===== config.mk =====
export PLATFORM = sky130hd
export DESIGN_NAME = int_ctrl_flat
export DESIGN_NICKNAME = d
export VERILOG_FILES = /design/src/rtl/int_ctrl_pkg.sv /design/src/rtl/int_ctrl_if.sv /design/src/rtl/int_ctrl_prio_enc.sv /design/src/rtl/int_ctrl.sv /design/src/flat_wrapper.sv
export SDC_FILE = /design/constraint.sdc
export NUM_CORES = 1
export LEC_CHECK = 0
export ABC_CLOCK_PERIOD_IN_PS = 3610
export CAP_MARGIN = 25
export CORE_ASPECT_RATIO = 1.75
export CORE_MARGIN = 5
export CORE_UTILIZATION = 54
export CTS_CLUSTER_SIZE = 28
export DETAILED_ROUTE_END_ITERATION = 8
export PLACE_DENSITY = 0.78
export SLEW_MARGIN = 20
export SYNTH_ARGS = -nofsm -noshare
export SYNTH_HDL_FRONTEND = slang
export SYNTH_SLANG_ARGS = --single-unit

===== constraint.sdc =====
create_clock -name clk -period 3.61 [get_ports clk]
set_input_delay 0.5415 -clock clk [delete_from_list [all_inputs] [get_ports clk]]
set_output_delay 0.5415 -clock clk [all_outputs]
set_load 0.02 [all_outputs]

===== src/rtl/int_ctrl_pkg.sv =====
// -----------------------------------------------------------------------------
// int_ctrl_pkg
//   Shared definitions for the IM2 interrupt controller: register offsets,
//   FSM state encoding, the "no source" index and the vector helper.
// -----------------------------------------------------------------------------
package int_ctrl_pkg;

    localparam logic [1:0] REG_MASK = 2'd0;
    localparam logic [1:0] REG_PEND = 2'd1;
    localparam logic [1:0] REG_MODE = 2'd2;
    localparam logic [1:0] REG_ISR  = 2'd3;

    // Index returned when no source qualifies; also selects the spurious vector.
    localparam logic [2:0] SPURIOUS_IDX = 3'd7;

    typedef enum logic [1:0] {
        IDLE = 2'd0,
        REQ  = 2'd1,
        ACK  = 2'd2
    } state_t;

    // Vector byte: base has bits [3:0] clear, so OR acts as addition.
    function automatic logic [7:0] vector_byte(input logic [7:0] base,
                                               input logic [2:0] idx);
        return base | {4'b0000, idx, 1'b0};
    endfunction

endpackage


===== src/rtl/int_ctrl_if.sv =====
// -----------------------------------------------------------------------------
// int_ctrl_if
//   CPU-side bus of the interrupt controller.
//   master : CPU / top-level decode (drives strobes, select, write data)
//   slave  : int_ctrl (drives read data / vector, vec_oe, int_n)
//   Signals: cs, rs[1:0], wr_n, rd_n, m1_n, iorq_n, data_in[7:0],
//            data_out[7:0], vec_oe, int_n.
//   Handshake: an acknowledge is m1_n and iorq_n both low; the controller
//   presents the vector combinationally (vec_oe=1) for as long as that
//   condition holds and considers the acknowledge finished when it drops.
// -----------------------------------------------------------------------------
interface int_ctrl_if;
    logic       cs;
    logic [1:0] rs;
    logic       wr_n;
    logic       rd_n;
    logic       m1_n;
    logic       iorq_n;
    logic [7:0] data_in;
    logic [7:0] data_out;
    logic       vec_oe;
    logic       int_n;

    modport master (
        output cs, rs, wr_n, rd_n, m1_n, iorq_n, data_in,
        input  data_out, vec_oe, int_n
    );

    modport slave (
        input  cs, rs, wr_n, rd_n, m1_n, iorq_n, data_in,
        output data_out, vec_oe, int_n
    );
endinterface


===== src/rtl/int_ctrl_prio_enc.sv =====
// -----------------------------------------------------------------------------
// prio_enc
//   Lowest-index-first priority encoder.
//   req [N-1:0] : request vector, bit 0 is highest priority
//   idx [2:0]   : index of lowest set bit, 3'd7 when none set
// -----------------------------------------------------------------------------
module prio_enc #(
    parameter int N = 7
) (
    input  logic [N-1:0] req,
    output logic [2:0]   idx
);
    always_comb begin
        idx = 3'd7;
        // Scan downward so the lowest set index is the last assignment.
        for (int i = N - 1; i >= 0; i--) begin
            if (req[i]) idx = 3'(i);
        end
    end
endmodule


===== src/rtl/int_ctrl.sv =====
// -----------------------------------------------------------------------------
// int_ctrl
//   Z80 mode-2 interrupt controller for up to seven sources. Prioritises
//   pending sources, drives int_n, supplies the IM2 vector during the
//   acknowledge cycle and tracks in-service sources for nested servicing.
//   Ports:
//     clk, rst_n   system clock, async active-low reset
//     cen          CPU clock enable (qualifies writes and acknowledge sampling)
//     irq_n        active-low requests, synchronous to clk
//     bus          int_ctrl_if.slave (CPU strobes, register access, vector)
//     state_dbg    current FSM state
//   Registers (rs): 0 MASK rw, 1 PEND r / W1C, 2 MODE rw (1=edge),
//                   3 ISR r / write = EOI.
// -----------------------------------------------------------------------------
module int_ctrl
    import int_ctrl_pkg::*;
#(
    parameter int         N_SRC       = 7,
    parameter logic [7:0] VECTOR_BASE = 8'h00
) (
    input  logic             clk,
    input  logic             rst_n,
    input  logic             cen,
    input  logic [N_SRC-1:0] irq_n,
    int_ctrl_if.slave        bus,
    output state_t           state_dbg
);

    logic [N_SRC-1:0] mask_q;
    logic [N_SRC-1:0] mode_q;
    logic [N_SRC-1:0] edge_pend_q;
    logic [N_SRC-1:0] edge_pend_d;
    logic [N_SRC-1:0] isr_q;
    logic [N_SRC-1:0] isr_d;
    logic [N_SRC-1:0] irq_q;
    logic [N_SRC-1:0] irq_q2;
    logic [N_SRC-1:0] pend;
    logic [N_SRC-1:0] eligible;
    logic [N_SRC-1:0] fall;
    logic [N_SRC-1:0] wdata;

    state_t     state_q;
    logic [2:0] cur_q;
    logic       int_n_q;

    logic [2:0] elig_idx;
    logic [2:0] isr_idx;
    logic [2:0] win;
    logic [2:0] vec_idx;
    logic       ack;
    logic       wr_en;
    logic       ack_exit;
    logic       eoi;
    logic       w1c;
    logic [7:0] data_out_c;
    logic       unused_data;

    assign ack      = !bus.m1_n && !bus.iorq_n;
    assign wr_en    = bus.cs && !bus.wr_n && cen;
    assign eoi      = wr_en && (bus.rs == REG_ISR);
    assign w1c      = wr_en && (bus.rs == REG_PEND);
    assign ack_exit = (state_q == ACK) && !ack;
    assign wdata    = bus.data_in[N_SRC-1:0];
    assign unused_data = ^bus.data_in[7:N_SRC];

    // Falling edge of the registered request.
    assign fall     = irq_q2 & ~irq_q;
    assign pend     = (mode_q & edge_pend_q) | (~mode_q & ~irq_n);
    assign eligible = pend & mask_q;

    prio_enc #(.N(N_SRC)) u_elig_enc (.req(eligible), .idx(elig_idx));
    prio_enc #(.N(N_SRC)) u_isr_enc  (.req(isr_q),    .idx(isr_idx));

    // Only a source strictly above the highest in-service one may interrupt.
    assign win = (elig_idx < isr_idx) ? elig_idx : SPURIOUS_IDX;

    // Next-state for edge-pending and in-service bits.
    always_comb begin
        edge_pend_d = edge_pend_q;
        isr_d       = isr_q;
        for (int i = 0; i < N_SRC; i++) begin
            // Clears first, sets after: a set on the same edge wins.
            if (w1c && wdata[i])                 edge_pend_d[i] = 1'b0;
            if (ack_exit && (cur_q == 3'(i)))    edge_pend_d[i] = 1'b0;
            if (fall[i] && mode_q[i])            edge_pend_d[i] = 1'b1;

            if (eoi && (isr_idx == 3'(i)))       isr_d[i] = 1'b0;
            if (ack_exit && (cur_q == 3'(i)))    isr_d[i] = 1'b1;
        end
    end

    always_ff @(posedge clk or negedge rst_n) begin
        if (!rst_n) begin
            mask_q      <= '0;
            mode_q      <= '0;
            edge_pend_q <= '0;
            isr_q       <= '0;
            irq_q       <= '1;
            irq_q2      <= '1;
        end else begin
            irq_q       <= irq_n;
            irq_q2      <= irq_q;
            edge_pend_q <= edge_pend_d;
            isr_q       <= isr_d;
            if (wr_en && (bus.rs == REG_MASK)) mask_q <= wdata;
            if (wr_en && (bus.rs == REG_MODE)) mode_q <= wdata;
        end
    end

    // Request / acknowledge sequencer with registered int_n.
    always_ff @(posedge clk or negedge rst_n) begin
        if (!rst_n) begin
            state_q <= IDLE;
            cur_q   <= SPURIOUS_IDX;
            int_n_q <= 1'b1;
        end else begin
            case (state_q)
                IDLE, REQ: begin
                    if (cen && ack) begin
                        state_q <= ACK;
                        cur_q   <= win;
                        int_n_q <= 1'b1;
                    end else if (win != SPURIOUS_IDX) begin
                        state_q <= REQ;
                        int_n_q <= 1'b0;
                    end else begin
                        state_q <= IDLE;
                        int_n_q <= 1'b1;
                    end
                end
                ACK: begin
                    int_n_q <= 1'b1;
                    if (!ack) state_q <= IDLE;
                end
                default: begin
                    state_q <= IDLE;
                    int_n_q <= 1'b1;
                end
            endcase
        end
    end

    // On the first acknowledge cycle cur is not yet frozen, so use live win.
    assign vec_idx = (state_q == ACK) ? cur_q : win;

    always_comb begin
        data_out_c = 8'hff;
        if (ack) begin
            data_out_c = vector_byte(VECTOR_BASE, vec_idx);
        end else if (bus.cs && !bus.rd_n) begin
            case (bus.rs)
                REG_MASK: data_out_c = {{(8-N_SRC){1'b0}}, mask_q};
                REG_PEND: data_out_c = {{(8-N_SRC){1'b0}}, pend};
                REG_MODE: data_out_c = {{(8-N_SRC){1'b0}}, mode_q};
                default:  data_out_c = {{(8-N_SRC){1'b0}}, isr_q};
            endcase
        end
    end

    assign bus.data_out = data_out_c;
    assign bus.vec_oe   = ack;
    assign bus.int_n    = int_n_q;
    assign state_dbg    = state_q;

endmodule

===== src/flat_wrapper.sv =====
// flat-port wrapper written by rule: the top's interface ports become plain ports
module int_ctrl_flat import int_ctrl_pkg::*;
#(
    parameter int         N_SRC       = 7,
    parameter logic [7:0] VECTOR_BASE = 8'h00
)
  (clk, rst_n, cen, irq_n, state_dbg, bus_cs, bus_rs, bus_wr_n, bus_rd_n, bus_m1_n, bus_iorq_n, bus_data_in, bus_data_out, bus_vec_oe, bus_int_n);
  int_ctrl_if bus_i ();
  input  logic clk;
  input  logic rst_n;
  input  logic cen;
  input  logic [N_SRC-1:0] irq_n;
  output state_t state_dbg;
  input wire logic [$bits(bus_i.cs)-1:0] bus_cs;
  input wire logic [$bits(bus_i.rs)-1:0] bus_rs;
  input wire logic [$bits(bus_i.wr_n)-1:0] bus_wr_n;
  input wire logic [$bits(bus_i.rd_n)-1:0] bus_rd_n;
  input wire logic [$bits(bus_i.m1_n)-1:0] bus_m1_n;
  input wire logic [$bits(bus_i.iorq_n)-1:0] bus_iorq_n;
  input wire logic [$bits(bus_i.data_in)-1:0] bus_data_in;
  output wire logic [$bits(bus_i.data_out)-1:0] bus_data_out;
  output wire logic [$bits(bus_i.vec_oe)-1:0] bus_vec_oe;
  output wire logic [$bits(bus_i.int_n)-1:0] bus_int_n;
  assign bus_i.cs = bus_cs;
  assign bus_i.rs = bus_rs;
  assign bus_i.wr_n = bus_wr_n;
  assign bus_i.rd_n = bus_rd_n;
  assign bus_i.m1_n = bus_m1_n;
  assign bus_i.iorq_n = bus_iorq_n;
  assign bus_i.data_in = bus_data_in;
  assign bus_data_out = bus_i.data_out;
  assign bus_vec_oe = bus_i.vec_oe;
  assign bus_int_n = bus_i.int_n;
  int_ctrl #(.N_SRC(N_SRC), .VECTOR_BASE(VECTOR_BASE)) u_core (.clk(clk), .rst_n(rst_n), .cen(cen), .irq_n(irq_n), .bus(bus_i), .state_dbg(state_dbg));
endmodule

==> impl_metrics.py <==
metrics = {
    "status": {
        "result_of_the_run": "finished, final reports clean",
    },
    "final_layout": {
        "layout.cells.most_common_list": "39 x sky130_fd_sc_hd__nand2_1, 30 x sky130_fd_sc_hd__clkdlybuf4s50_1, 30 x sky130_fd_sc_hd__dfrtp_1",
        "instances_no_fill": 351,
        "multi_input_area_um2": 1270,
        "fillCellCount": 338,
        "layout.area.seq_um2": 1220,
        "mostFrequentLayoutCell": "sky130_fd_sc_hd__nand2_1",
        "syn_to_final_growth_pct": 26.3,
        "post_layout_net_count": 327,
        "final_layout_size_suffix_gt1_share_pct": 28.7,
        "insertedDiodeCount": 0,
    },
    "placed_design": {
        "globalplace.congestion": 0.888,
        "place.port_buffers": 35,
        "placed_cells_incl_taps": 339,
        "place_ws_ps": -374,
        "post-dp-hpwl_um": 4700,
    },
    "sta": {
        "timing.final.crit_share_pct": 95.9,
        "fin_skew_ps": 11.1,
        "rsz0062_at_grt": "no",
        "worst_slew_pin_slew_ps": 620,
        "finalSetupViolations": 0,
        "timing.setup.tns_ps": 0,
        "timing.final.max_slew_violations": 0,
        "max_clock_freq_mhz": 289,
        "hold_violation_count_in_the_final_report": 0,
        "holdWs_ps": 254,
        "timing.slew.headroom_pct": 58.3,
        "worst_slack_ps": 149,
        "finalCriticalPeriod_ps": 3460,
    },
    "logic_synthesis": {
        "synthCells": 242,
        "synth_top_cells_by_area": "sky130_fd_sc_hd__dfrtp_1 30%, sky130_fd_sc_hd__dfstp_2 19%, sky130_fd_sc_hd__mux2_2 8.1%, sky130_fd_sc_hd__nand2_1 5.9%, sky130_fd_sc_hd__a21oi_1 2.8%",
        "synth.net_count": 269,
        "mappedNetlistArea_um2": 2490,
        "synth.avg_cell_area_um2": 10.3,
        "yosys.cell_types.count": 54,
        "postSynth.asyncResetShare_pct": 100,
        "synth-edff-count": 0,
        "yosysTopAreaCellShare_pct": 30.2,
        "yosys.area.top_type": "sky130_fd_sc_hd__dfrtp_1",
        "synth-seq-cells": 48,
        "ys.warnings.count": 0,
        "ys_flop_type": "sky130_fd_sc_hd__dfrtp_1",
        "seq_area_frac_synth_pct": 49.1,
    },
    "route": {
        "firstDrtPassIters": 4,
        "drc_errors": 0,
        "ant_nets": 0,
        "via_per_inst": 5.82,
        "wire_per_inst_um": 17.8,
        "routed_wl_um": 6240,
        "first_iter_violations": 81,
        "overall_via_count_from_detail_route": 2044,
    },
    "global_routing": {
        "grt_max_degree": 49,
        "grtUsageTotal_pct": 22.0,
        "grt_overflow_total": 0,
        "grt_first_pass_wirelength_um": 9940,
        "grt_pass1_vias": 2054,
        "grt_antenna_before_repair": 0,
    },
    "clocking": {
        "cts_sinks": 48,
        "cts_max_level": 2,
        "cts_hold_buffers": 0,
        "clkSlewWorstSetupHoldPaths_ps": 90,
        "cts_tree": "yes",
        "clock_root_buffer": "sky130_fd_sc_hd__clkbuf_8",
        "cts_buffers": 5,
        "cts_max_path_buffers": 2,
        "clock_insertion_delay_worst_skew_ps": 300,
    },
    "die": {
        "core-area_um2": 4440,
        "vert_die_dim_um": 99.8,
        "die_width_um": 61.3,
        "count_of_boundary_i_o_pins": 37,
        "initial_core_util_pct": 56.0,
        "fp-row-count": 32,
        "die_area_um2": 6120,
    },
    "power_and_ir_drop": {
        "pwr-share-seq_pct": 38.0,
        "power_report.internal_total_uw": 1370,
        "static_leakage_uw": 0.00136,
        "net_switching_power_of_the_design_uw": 778,
        "irDropWorstVdd_v": 0.000577,
        "sw_frac_of_total_pct": 36.2,
        "part_of_the_power_in_the_clock_network_pct": 13.9,
        "share_comb_of_total_power_pct": 48.1,
        "power_per_cell_area_nw_per_um2": 684,
    },
    "setup_path": {
        "crit_path_max_fanout": 3,
        "start_kind": "input pin",
        "worst-endpoint-arrival_ps": 2920,
        "critical_path.endpoint_type": "primary output",
        "cp_data_required_time_ps": 3070,
        "timing.setup.critical_path_class": "in -> out",
    },
    "hold_path": {
        "timing.hold.worst.class": "in -> async",
    },
    "job": {
        "max_cap_violations": 0,
    },
}
logic make-up after synthesis:
logic type,after synthesis,share of synthesized area (%)
adders and majority gates,2,1.00
buffers and inverters,10,1.56
muxes,24,11.7
DFF,48,49.1
and+or+nand+nor,107,22.3
AOI/OAI and AO/OA,51,14.3
state kept, by name, summed over array words and instances, names as in the netlist:
register,flops
u_core.edge_pend_q,7
u_core.irq_q2,7
u_core.irq_q,7
u_core.isr_q,7
u_core.mask_q,7
u_core.mode_q,7
u_core.cur_q,3
u_core.state_dbg,2
u_core.bus.int_n,1
power groups by stage:
stage / Clock [uW] / Combinational [uW] / Sequential (uW)
2_1_floorplan: 0 / 555 / 802
3_3_place_gp: 0 / 828 / 818
3_5_place_dp: 0 / 848 / 824
4_1_cts: 311 / 864 / 815
5_1_grt: 330 / 1120 / 836
6_report: 298 / 1030 / 818
cell usage after synthesis (2+ instances only):
cell type and number:
sky130_fd_sc_hd__nor2_1 14, sky130_fd_sc_hd__or2_2 2, sky130_fd_sc_hd__dfstp_2 18, sky130_fd_sc_hd__o21ai_1 3, sky130_fd_sc_hd__inv_1 6, sky130_fd_sc_hd__o22ai_1 2
sky130_fd_sc_hd__mux4_2 2, sky130_fd_sc_hd__nand3b_1 8, sky130_fd_sc_hd__nor3b_1 3, sky130_fd_sc_hd__o21ai_0 11, sky130_fd_sc_hd__nor2b_1 4, sky130_fd_sc_hd__ha_1 2
sky130_fd_sc_hd__nor3_1 2, sky130_fd_sc_hd__nand3_1 10, sky130_fd_sc_hd__o31ai_1 2, sky130_fd_sc_hd__and2_1 3, sky130_fd_sc_hd__a21oi_1 14, sky130_fd_sc_hd__mux2_2 18
sky130_fd_sc_hd__o21a_1 2, sky130_fd_sc_hd__a211oi_1 2, sky130_fd_sc_hd__dfrtp_1 30, sky130_fd_sc_hd__nand2_1 39, sky130_fd_sc_hd__nand2b_1 11, sky130_fd_sc_hd__clkbuf_1 2
sky130_fd_sc_hd__mux2i_1 3
critical path, stage by stage:
cell,delay [ps]
sky130_fd_sc_hd__clkdlybuf4s50_1,480
sky130_fd_sc_hd__nor2_1,80
sky130_fd_sc_hd__o21a_4,220
sky130_fd_sc_hd__a211oi_1,310
sky130_fd_sc_hd__a211oi_2,100
sky130_fd_sc_hd__ha_1,220
sky130_fd_sc_hd__a21oi_2,160
sky130_fd_sc_hd__buf_4,140
sky130_fd_sc_hd__nand2_1,60
sky130_fd_sc_hd__o22ai_2,150
sky130_fd_sc_hd__a21oi_2,70
sky130_fd_sc_hd__o221a_1,250
sky130_fd_sc_hd__buf_6,130
what timing repair did:
action	CTS	global route
resized for setup	6	15
pin swaps	0	5
setup endpoints to repair	3	3
buffers inserted	0	5
path summary, 6_finish.rpt:
check	slack (ps)	endpoint	cells past startpoint	from
min in group clk	370	u_core.irq_q2[3]$_DFF_PN1_	0	u_core.irq_q[3]$_DFF_PN1_
min reg2reg	370	u_core.irq_q2[3]$_DFF_PN1_	0	u_core.irq_q[3]$_DFF_PN1_
max in group asynchronous	2960	u_core.mode_q[2]$_DFFE_PN0P_	1	rst_n
max reg2reg	1000	u_core.bus.int_n$_DFF_PN1_	12	u_core.mode_q[0]$_DFFE_PN0P_
min	250	u_core.isr_q[2]$_DFFE_PN0P_	1	rst_n
max	150	bus_data_out[3]	13	irq_n[2]
routing by layer:
metal	GRT usage, %	wire length (um)	share of wire (%)
met1	25.7	2500	40
met2	38.5	3370	54
met3	3.09	181	2.9
met5	0	0	0
met4	9.31	189	3.0
final cells by class:
| type | count | area share [%] |
|---|---|---|
| Clock buffer | 6 | 2.31 |
| Sequential cell | 48 | 38.9 |
| Clock inverter | 1 | 0.159 |
| Multi-Input combinational cell | 184 | 40.3 |
| Timing Repair Buffer | 55 | 15.6 |
| Inverter | 6 | 0.716 |
| Tap cell | 51 | 2.03 |
per-stage QoR:
stage | utilization (%) | power (uW) | instance area, um2
detailed placement | 67.4 | 1670 | 3000
CTS | 69.4 | 1990 | 3080
finish | 70.8 | 2150 | 3150
floorplan | - | 1360 | 2490
global route | 70.8 | 2280 | 3150
global placement | 67.4 | 1650 | 3000
(Power assumes the default switching activity.)
